`src/rtl/interface_pkg.sv`:
```
// interface_pkg: shared AHB-Lite encodings and line-fill engine state.
package interface_pkg;
  typedef enum logic [1:0] {IDLE = 2'd0, BUSY = 2'd1, NONSEQ = 2'd2, SEQ = 2'd3} trans_types_t;
  localparam logic [2:0] SINGLE = 3'd0;
  localparam logic [2:0] INCR = 3'd1;
  localparam logic [2:0] WRAP4 = 3'd2;
  localparam logic [2:0] INCR4 = 3'd3;
  localparam logic [2:0] WRAP8 = 3'd4;
  localparam logic [2:0] HSIZE_WORD = 3'b010;
  localparam logic HRESP_OKAY = 1'b0;
  localparam logic HRESP_ERROR = 1'b1;
  typedef enum logic [2:0] {S_IDLE, S_ADDR, S_BURST, S_LAST, S_ERR} fill_state_t;
  function automatic logic [2:0] wrap_burst(input int beats);
    return beats == 8 ? WRAP8 : WRAP4;
  endfunction
endpackage

```
`src/rtl/wrap_addr_gen.sv`:
```
// wrap_addr_gen: next wrapped beat address and line word index of the current address.
module wrap_addr_gen #(
  parameter int ADDR_W = 32,
  parameter int BEATS = 4
) (
  input  logic [ADDR_W-1:0]        addr,
  output logic [ADDR_W-1:0]        next_addr,
  output logic [$clog2(BEATS)-1:0] word_idx
);
  localparam int LB = $clog2(BEATS * 4);
  assign next_addr = {addr[ADDR_W-1:LB], addr[LB-1:0] + LB'(4)};
  assign word_idx = addr[LB-1:2];
endmodule

```
`src/rtl/ahb_wrap_fill_master.sv`:
```
// ahb_wrap_fill_master: I-cache miss line fill over an AHB-Lite wrapping burst,
// critical word first, with early critical-word return and full-line delivery.
module ahb_wrap_fill_master
  import interface_pkg::*;
#(
  parameter int ADDR_W = 32,
  parameter int DATA_W = 32,
  parameter int BEATS = 4
) (
  input  logic                    clk,
  input  logic                    rstn,
  input  logic                    miss_req,
  input  logic [ADDR_W-1:0]       miss_addr,
  output logic                    miss_ready,
  output logic [ADDR_W-1:0]       haddr,
  output logic [1:0]              htrans,
  output logic [2:0]              hburst,
  output logic [2:0]              hsize,
  output logic                    hwrite,
  input  logic                    hready,
  input  logic                    hresp,
  input  logic [DATA_W-1:0]       hrdata,
  output logic                    crit_valid,
  output logic [DATA_W-1:0]       crit_data,
  output logic                    fill_valid,
  output logic [ADDR_W-1:0]       fill_addr,
  output logic [BEATS*DATA_W-1:0] fill_data,
  output logic                    fill_err
);
  localparam int IW = $clog2(BEATS);
  localparam int LB = $clog2(BEATS * 4);
  fill_state_t state, state_next;
  logic [ADDR_W-1:0] addr_q, addr_next;
  logic [IW-1:0] word_idx, dp_idx, addr_cnt, beat_cnt;
  logic [BEATS-1:0][DATA_W-1:0] line_buf, line_next, fill_q;
  logic data_phase, resp_err, addr_acc, cap, last_addr;
  wrap_addr_gen #(.ADDR_W(ADDR_W), .BEATS(BEATS)) u_gen (
    .addr(addr_q),
    .next_addr(addr_next),
    .word_idx(word_idx)
  );
  assign data_phase = state == S_BURST || state == S_LAST;
  assign resp_err = hresp == HRESP_ERROR;
  assign addr_acc = hready && (state == S_ADDR || (state == S_BURST && !resp_err));
  assign cap = hready && !resp_err && data_phase;
  assign last_addr = addr_cnt == IW'(BEATS - 1);
  assign haddr = addr_q;
  assign hburst = wrap_burst(BEATS);
  assign hsize = HSIZE_WORD;
  assign hwrite = 1'b0;
  assign fill_data = fill_q;
  always_ff @(posedge clk or negedge rstn)
    if (!rstn) state <= S_IDLE;
    else state <= state_next;
  always_comb begin
    state_next = state;
    case (state)
      S_IDLE:  state_next = miss_req ? S_ADDR : S_IDLE;
      S_ADDR:  state_next = hready ? S_BURST : S_ADDR;
      S_BURST, S_LAST:
        state_next = resp_err ? (hready ? S_IDLE : S_ERR) :
                     !hready ? state :
                     state == S_LAST ? S_IDLE : last_addr ? S_LAST : S_BURST;
      S_ERR:   state_next = hready ? S_IDLE : S_ERR;
      default: state_next = S_IDLE;
    endcase
  end
  always_comb begin
    htrans = state == S_ADDR ? NONSEQ : state == S_BURST ? SEQ : IDLE;
    miss_ready = state == S_IDLE;
  end
  always_comb begin
    line_next = line_buf;
    line_next[dp_idx] = hrdata;
  end
  // dp_idx tracks the word slot of the beat currently in its data phase
  always_ff @(posedge clk or negedge rstn)
    if (!rstn) begin
      addr_q <= '0;
      dp_idx <= '0;
      addr_cnt <= '0;
      beat_cnt <= '0;
      line_buf <= '0;
      crit_valid <= 1'b0;
      crit_data <= '0;
      fill_valid <= 1'b0;
      fill_q <= '0;
      fill_addr <= '0;
      fill_err <= 1'b0;
    end else begin
      crit_valid <= cap && beat_cnt == '0;
      fill_valid <= cap && state == S_LAST;
      fill_err <= hready && ((data_phase && resp_err) || state == S_ERR);
      if (miss_ready && miss_req) begin
        addr_q <= miss_addr & ~ADDR_W'(3);
        addr_cnt <= '0;
        beat_cnt <= '0;
      end
      if (addr_acc) begin
        dp_idx <= word_idx;
        addr_cnt <= addr_cnt + 1'b1;
        if (!(state == S_BURST && last_addr)) addr_q <= addr_next;
      end
      if (cap) begin
        line_buf <= line_next;
        beat_cnt <= beat_cnt + 1'b1;
        if (beat_cnt == '0) crit_data <= hrdata;
      end
      if (cap && state == S_LAST) begin
        fill_q <= line_next;
        fill_addr <= {addr_q[ADDR_W-1:LB], LB'(0)};
      end
    end
endmodule

```
`config.mk`:
```
export PLATFORM = sky130hd
export DESIGN_NAME = ahb_wrap_fill_master
export DESIGN_NICKNAME = d
export VERILOG_FILES = /design/src/rtl/interface_pkg.sv /design/src/rtl/wrap_addr_gen.sv /design/src/rtl/ahb_wrap_fill_master.sv
export SDC_FILE = /design/constraint.sdc
export NUM_CORES = 1
export LEC_CHECK = 0
export CAP_MARGIN = 20
export CORE_MARGIN = 2
export CORE_UTILIZATION = 40
export DETAILED_ROUTE_END_ITERATION = 8
export PLACE_DENSITY = 0.67
export SETUP_SLACK_MARGIN = 0.5
export SYNTH_ARGS = -nofsm -noshare
export SYNTH_HDL_FRONTEND = slang
export SYNTH_SLANG_ARGS = --single-unit
```
`constraint.sdc`:
```
create_clock -name clk -period 2 [get_ports clk]
set_input_delay 0.5 -clock clk [delete_from_list [all_inputs] [get_ports clk]]
set_output_delay 0.5 -clock clk [all_outputs]
set_load 0.01 [all_outputs]
```
==> impl_metrics.ini, run 1 <==
[clock_tree]
htree_levels = 2
clkTransAtPathRegs_ps = 60
cts_tree = built
clk_path_buf_depth = 3
cts_buffers = 40
clock-sinks = 360
root_buffer = clkbuf_16
clock_latency_ps = 530

[die]
die-area_mm2 = 0.0385
fp.dieH_um = 196
io-pin-count = 306
die_w_um = 196
core.rowCount = 70
coreArea_mm2 = 0.0365
start_util = 0.404

[sta]
max_freq_mhz = 536
slew_headroom = 0.652
finalHoldViolations = 0
fin_ws_ps = 133
period_minus_slack_ps = 1870
setup_violations = 0
maxSlewViolCount = 0
finClkSkew_ps = 14.9
timing.hold.ws_ps = 439
finalCritPeriodShare = 0.933
rsz0062_at_grt = yes
worst_slew_pin_slew_ps = 520

[grt]
top_usage_layer = met2
grt_pass1_wl_mm = 58.7
grt_pass1_vias = 10556
overflow = 0
gr-usage-met2 = 0.326
met3_usage = 0.0581
grt_use_met1 = 0.247
grt_use_total = 0.193
antenna_found_initial = 0
grt_max_degree = 74

[critical_path]
worst-setup-path-type = reg -> reg
critPathArrivalTime_ps = 2270
crit_path_end_kind = flop
critPathLaunchType = flop
required_ps = 2410
path_max_fanout = 7

[synthesis]
yosysSeqAreaShare = 0.610
synthDistinctLibCells = 32
ys_warn_count = 0
syn_avg_cell_area_um2 = 12.4
ys_ff_latch = 360
netlist_area_mm2 = 0.0148
synth_flop_cell = dfrtp_1
syn_inst = 1195
synth-edff-count = 0
synthArstFlopShare = 1.00

[routing]
vias_per_cell = 4.99
via_count = 10559
routed_wl_mm = 40.9
drt_iter0_drc = 414
drc = 0
detail_route.wl_per_cell_um = 19.3
drtAntennaViolNets = 0
drtPass1Iterations = 4

[finish]
area_growth_pct = 40.5
fin_nets = 1691
fin_util = 0.568
diodes = 0
drive_above_1_share = 0.418
n_fill_cell = 3112

[power_and_ir_drop]
peakVddDrop_v = 0.000828
power.density_mw_per_mm2 = 1660
p_leak_nw = 10.5

[place]
dp.final_hpwl_mm = 23.8
io_buffers = 292
gp_congestion = 0.776
place_ws_ps = -315

[status]
status = completed

[hold_path]
min_path_type = in -> reg

[run]
maxCapViolCount = 0
==> repair_timing <==
action | 4_1_cts | 5_1_grt
pin swaps | 1 | 7
hold buffers | 1 | 0
hold endpoints to repair | 29 | 0
setup endpoints to repair | 581 | 578
cloned | 0 | 21
buffers inserted | 51 | 64
resized for setup | 784 | 217
==> path summary, 6_finish.rpt <==
check	slack [ps]	to	cells past startpoint	startpoint
min reg2reg	490	addr_cnt[0]	1	addr_cnt[0]
min in group asynchronous	470	crit_data[6]	2	rstn
min	440	state[2]	4	hready
max reg2reg	130	line_buf[105]	6	state[2]
max in group asynchronous	750	haddr[21]	4	rstn
max	130	line_buf[105]	6	state[2]
==> synthesized netlist by cell type (2+ instances only) <==
master / number / area share
mux2_2: 187 / 0.14
a21oi_1: 131 / 0.044
nor2b_1: 5 / 0.0021
conb_1: 2 / 0.00051
buf_4: 11 / 0.0056
nor3_1: 3 / 0.0010
clkbuf_1: 24 / 0.0061
nand3_1: 2 / 0.00068
and2_1: 3 / 0.0013
o21ai_0: 2 / 0.00068
nand2_1: 93 / 0.024
buf_1: 39 / 0.0099
nor2_1: 136 / 0.035
nand3b_1: 2 / 0.0010
inv_1: 5 / 0.0013
nand2b_1: 2 / 0.00085
mux2i_1: 132 / 0.089
dfrtp_1: 360 / 0.61
mux2_1: 3 / 0.0023
ha_1: 2 / 0.0017
buf_2: 40 / 0.014
==> power breakdown <==
group / leakage [nW] / internal, mW / switching, mW / total, mW
registers: 4.49 / 10.8 / 2.10 / 12.9
clock network: 0.648 / 4.58 / 2.86 / 7.45
logic: 5.39 / 7.71 / 6.38 / 14.1
total: 10.5 / 23.0 / 11.3 / 34.4
==> state kept, by name (all words and copies together), names as in the netlist <==
register / count
fill_data: 128
addr_cnt: 2
fill_err: 1
dp_idx: 2
line_buf: 128
fill_valid: 1
fill_addr: 28
crit_data: 32
haddr: 32
beat_cnt: 2
crit_valid: 1
state: 3
==> critical path: stages (launching register included) <==
cell	delay, ps
dfrtp_2	430
nand2b_4	180
nor3b_4	250
buf_12	150
nand3_4	180
clkbuf_16	270
mux2_2	280
==> per-stage QoR <==
step / cell area, um2 / TNS (ps) / total power [mW] / cells
finish: 20700 / 0 / 34.4 / 2117
global route: 20700 / 0 / 36.5 / 2117
CTS: 19700 / 0 / 33.3 / 2032
detailed placement: 18500 / -68400 / 26.3 / 1909
global placement: 18500 / -59350 / 26.0 / 1909
floorplan: 14800 / 0 / 19.3 / 1204
==> kinds of logic after synthesis <==
| group | Yosys count | share of synthesized area |
|---|---|---|
| flip-flops | 360 | 0.610 |
| multiplexers | 322 | 0.234 |
| AND/OR/NAND/NOR | 250 | 0.0681 |
| AO/OA/AOI/OAI | 139 | 0.0483 |
| buffers and inverters | 119 | 0.0364 |
| adder cells (fa/ha/maj) | 2 | 0.00169 |
| other | 2 | 0.000509 |
| XOR/XNOR | 1 | 0.000593 |
==> cells in the final DEF, fill, tap and decap left out, drive strengths merged, types with 3 or more instances in the layout <==
| cell type | netlist | layout |
|---|---|---|
| dfrtp | 360 | 360 |
| buf | 90 | 345 |
| mux2 | 190 | 190 |
| clkbuf | 24 | 140 |
| nor2 | 136 | 136 |
| mux2i | 132 | 132 |
| a21oi | 131 | 131 |
| nand2 | 93 | 93 |
| clkdlybuf4s50 | 0 | 63 |
| conb | 2 | 11 |
| inv | 5 | 5 |
| nor2b | 5 | 5 |
| bufinv | 0 | 4 |
| clkinv | 0 | 3 |
| nand2b | 3 | 3 |
| and2 | 3 | 3 |
| nor3 | 3 | 3 |
| o21ai | 3 | 3 |
==> routing by layer <==
metal | routed length, um | share of wire
met1 | 17700 | 0.43
met2 | 19900 | 0.49
met3 | 2620 | 0.064
met4 | 756 | 0.018
met5 | 0 | 0
==> area by class of cell <==
cell class                      instances  area (um2)  share of cell area
Sequential cell                       360        9010               0.434
Multi-Input combinational cell        725        5400               0.260
Timing Repair Buffer                  488        4400               0.212
Clock buffer                           63        1190              0.0573
Tap cell                              468         586              0.0282
Clock inverter                          8         143             0.00687
Inverter                                5        18.8            0.000905
(Power assumes the default switching activity.)
==> inputs of run 2 (changes only) <==
- CORE_MARGIN: 2 -> 10
- HOLD_SLACK_MARGIN: not set -> 0.08
==> run 2 against run 1 <==
Compared with the run above:
- sequential share of layout area shrank 4.9 points
- worst hold slack gained 11 ps
- sequential power is essentially flat
- critical path type is now reg -> out
- critical endpoint is now miss_ready
==> impl_metrics.ini, run 2 (synthesis results as in run 1) <==
[sta]
fin_ws_ps = 55.3
finalSetupTns_ps = 0
timing.hold.ws_ps = 450
setup_violations = 0
finClkSkew_ps = 21.0
rsz0062_at_grt = yes
slew_headroom = 0.654
finalHoldViolations = 0
finalCritPeriodShare = 0.972
maxSlewViolCount = 0
max_freq_mhz = 514
period_minus_slack_ps = 1940
worst_slew_pin_slew_ps = 517

[die]
io-pin-count = 306
core.rowCount = 70
coreArea_mm2 = 0.0365
fp.dieH_um = 212
die-area_mm2 = 0.0450
die_w_um = 212
start_util = 0.404

[power_and_ir_drop]
switching_share = 0.342
intPower_mw = 25.4
p_leak_nw = 11.5
p_seq_frac = 0.340
power.density_mw_per_mm2 = 1650
p_comb_frac = 0.473
p_clk_frac = 0.187
netSwitchingPower_mw = 13.2
power.total_mw = 38.5
peakVddDrop_v = 0.000947

[critical_path]
crit_buf_inv = 2
cp_cell_sequence = buf_6, nor3_4, buf_2
critPathLaunchType = flop
path_max_fanout = 3
required_ps = 1500
cp_slowest_cell = dfrtp_1
crit-reg2reg-launch = state[1]
critPathArrivalTime_ps = 1440
crit_path_end_kind = output port
worstSetupStartpoint = state[2]
slowest_delay_ps = 410
ff2ff_setup_slack_ps = 70
path_delay_family = flip-flops
worst-setup-path-type = reg -> out
r2r_end = fill_addr[23]
ff2ff_path_depth = 8
cp.depth = 3
cp-endpoint = miss_ready

[finish]
n_fill_cell = 2693
fin_nets = 1785
final_common_cell = dfrtp_1
drive_above_1_share = 0.540
final_cells = 2207
fin_util = 0.641
fin_area_mm2 = 0.0234
area_growth_pct = 58.4
final_cell_mix = 357 x dfrtp_1, 180 x buf_6, 169 x buf_4

[clock_tree]
clock-sinks = 360
clkTransAtPathRegs_ps = 60
root_buffer = clkbuf_16
clk_path_buf_depth = 3
htree_levels = 2
cts_buffers = 39
cts_tree = built
clock_latency_ps = 550

[place]
dp.cells = 1911
gp_congestion = 0.783
dp.final_hpwl_mm = 25.9
place_ws_ps = -259
place_area_mm2 = 0.0185
io_buffers = 292

[grt]
grt_pass1_wl_mm = 62.7
overflow = 0
grt_max_degree = 88
antenna_found_initial = 1
grt_pass1_vias = 10787
grt_use_total = 0.177

[routing]
drc = 0
via_count = 11190
drt_iter0_drc = 443
vias_per_cell = 5.07
detail_route.wl_per_cell_um = 22.5
routed_wl_mm = 49.7
drtAntennaViolNets = 0
drtPass1Iterations = 4

[hold_path]
min_path_type = in -> async

[status]
status = completed

[run]
maxCapViolCount = 0
-- run 2: changes by cell type in the layout (fill, tap and decap cells not counted), sizes merged, moves of 2 or more --
cell	delta
buf	+111
clkbuf	-21
bufinv	-2
clkdlybuf4s50	+2
dlymetal6s2s	-2
-- run 2: worst min-delay path by stage --
| stage | to | slack (ps) | cells after the start |
|---|---|---|---|
| 2_1_floorplan | addr_cnt[0] | 200 | 0 |
| 3_3_place_gp | fill_data[41] | 450 | 1 |
| 3_5_place_dp | fill_data[41] | 450 | 1 |
| 4_1_cts | fill_data[41] | 440 | 2 |
| 5_1_grt | line_buf[40] | 460 | 2 |
| 6_report | line_buf[9] | 450 | 2 |
-- run 2: metal layers --
metal | routed length [um] | track usage | vias to the layer above | share of wire
li1 | - | - | 5079 | -
met2 | 24800 | 0.285 | 288 | 0.50
met3 | 3390 | 0.0649 | 55 | 0.068
met5 | 0 | 0 | - | 0
met1 | 20800 | 0.223 | 5768 | 0.42
met4 | 800 | 0.0426 | 0 | 0.016
-- run 2: area by class of cell --
class | count | area, um2 | share of cell area
Antenna cell | 1 | 2.50 | 0.000107
Clock buffer | 58 | 1160 | 0.0495
Clock inverter | 7 | 103 | 0.00438
Inverter | 5 | 18.8 | 0.000802
Multi-Input combinational cell | 725 | 6240 | 0.267
Sequential cell | 360 | 9010 | 0.385
Tap cell | 468 | 586 | 0.0250
Timing Repair Buffer | 583 | 6280 | 0.268
-- run 2: power by group through the flow --
stage,registers [mW],clock network (mW),logic [mW]
6_report,13.1,7.21,18.2
5_1_grt,13.5,7.69,19.5
4_1_cts,12.8,7.36,13.9
3_5_place_dp,12.8,0,13.7
3_3_place_gp,12.7,0,13.5
2_1_floorplan,13.4,0,5.82
-- run 2: what timing repair did --
item	CTS	global route
endpoints found under the setup margin	580	581
hold buffers	1	0
cloned	0	54
pin swaps	1	25
endpoints found under the hold margin	38	0
resized for setup	934	488
setup buffers	69	106
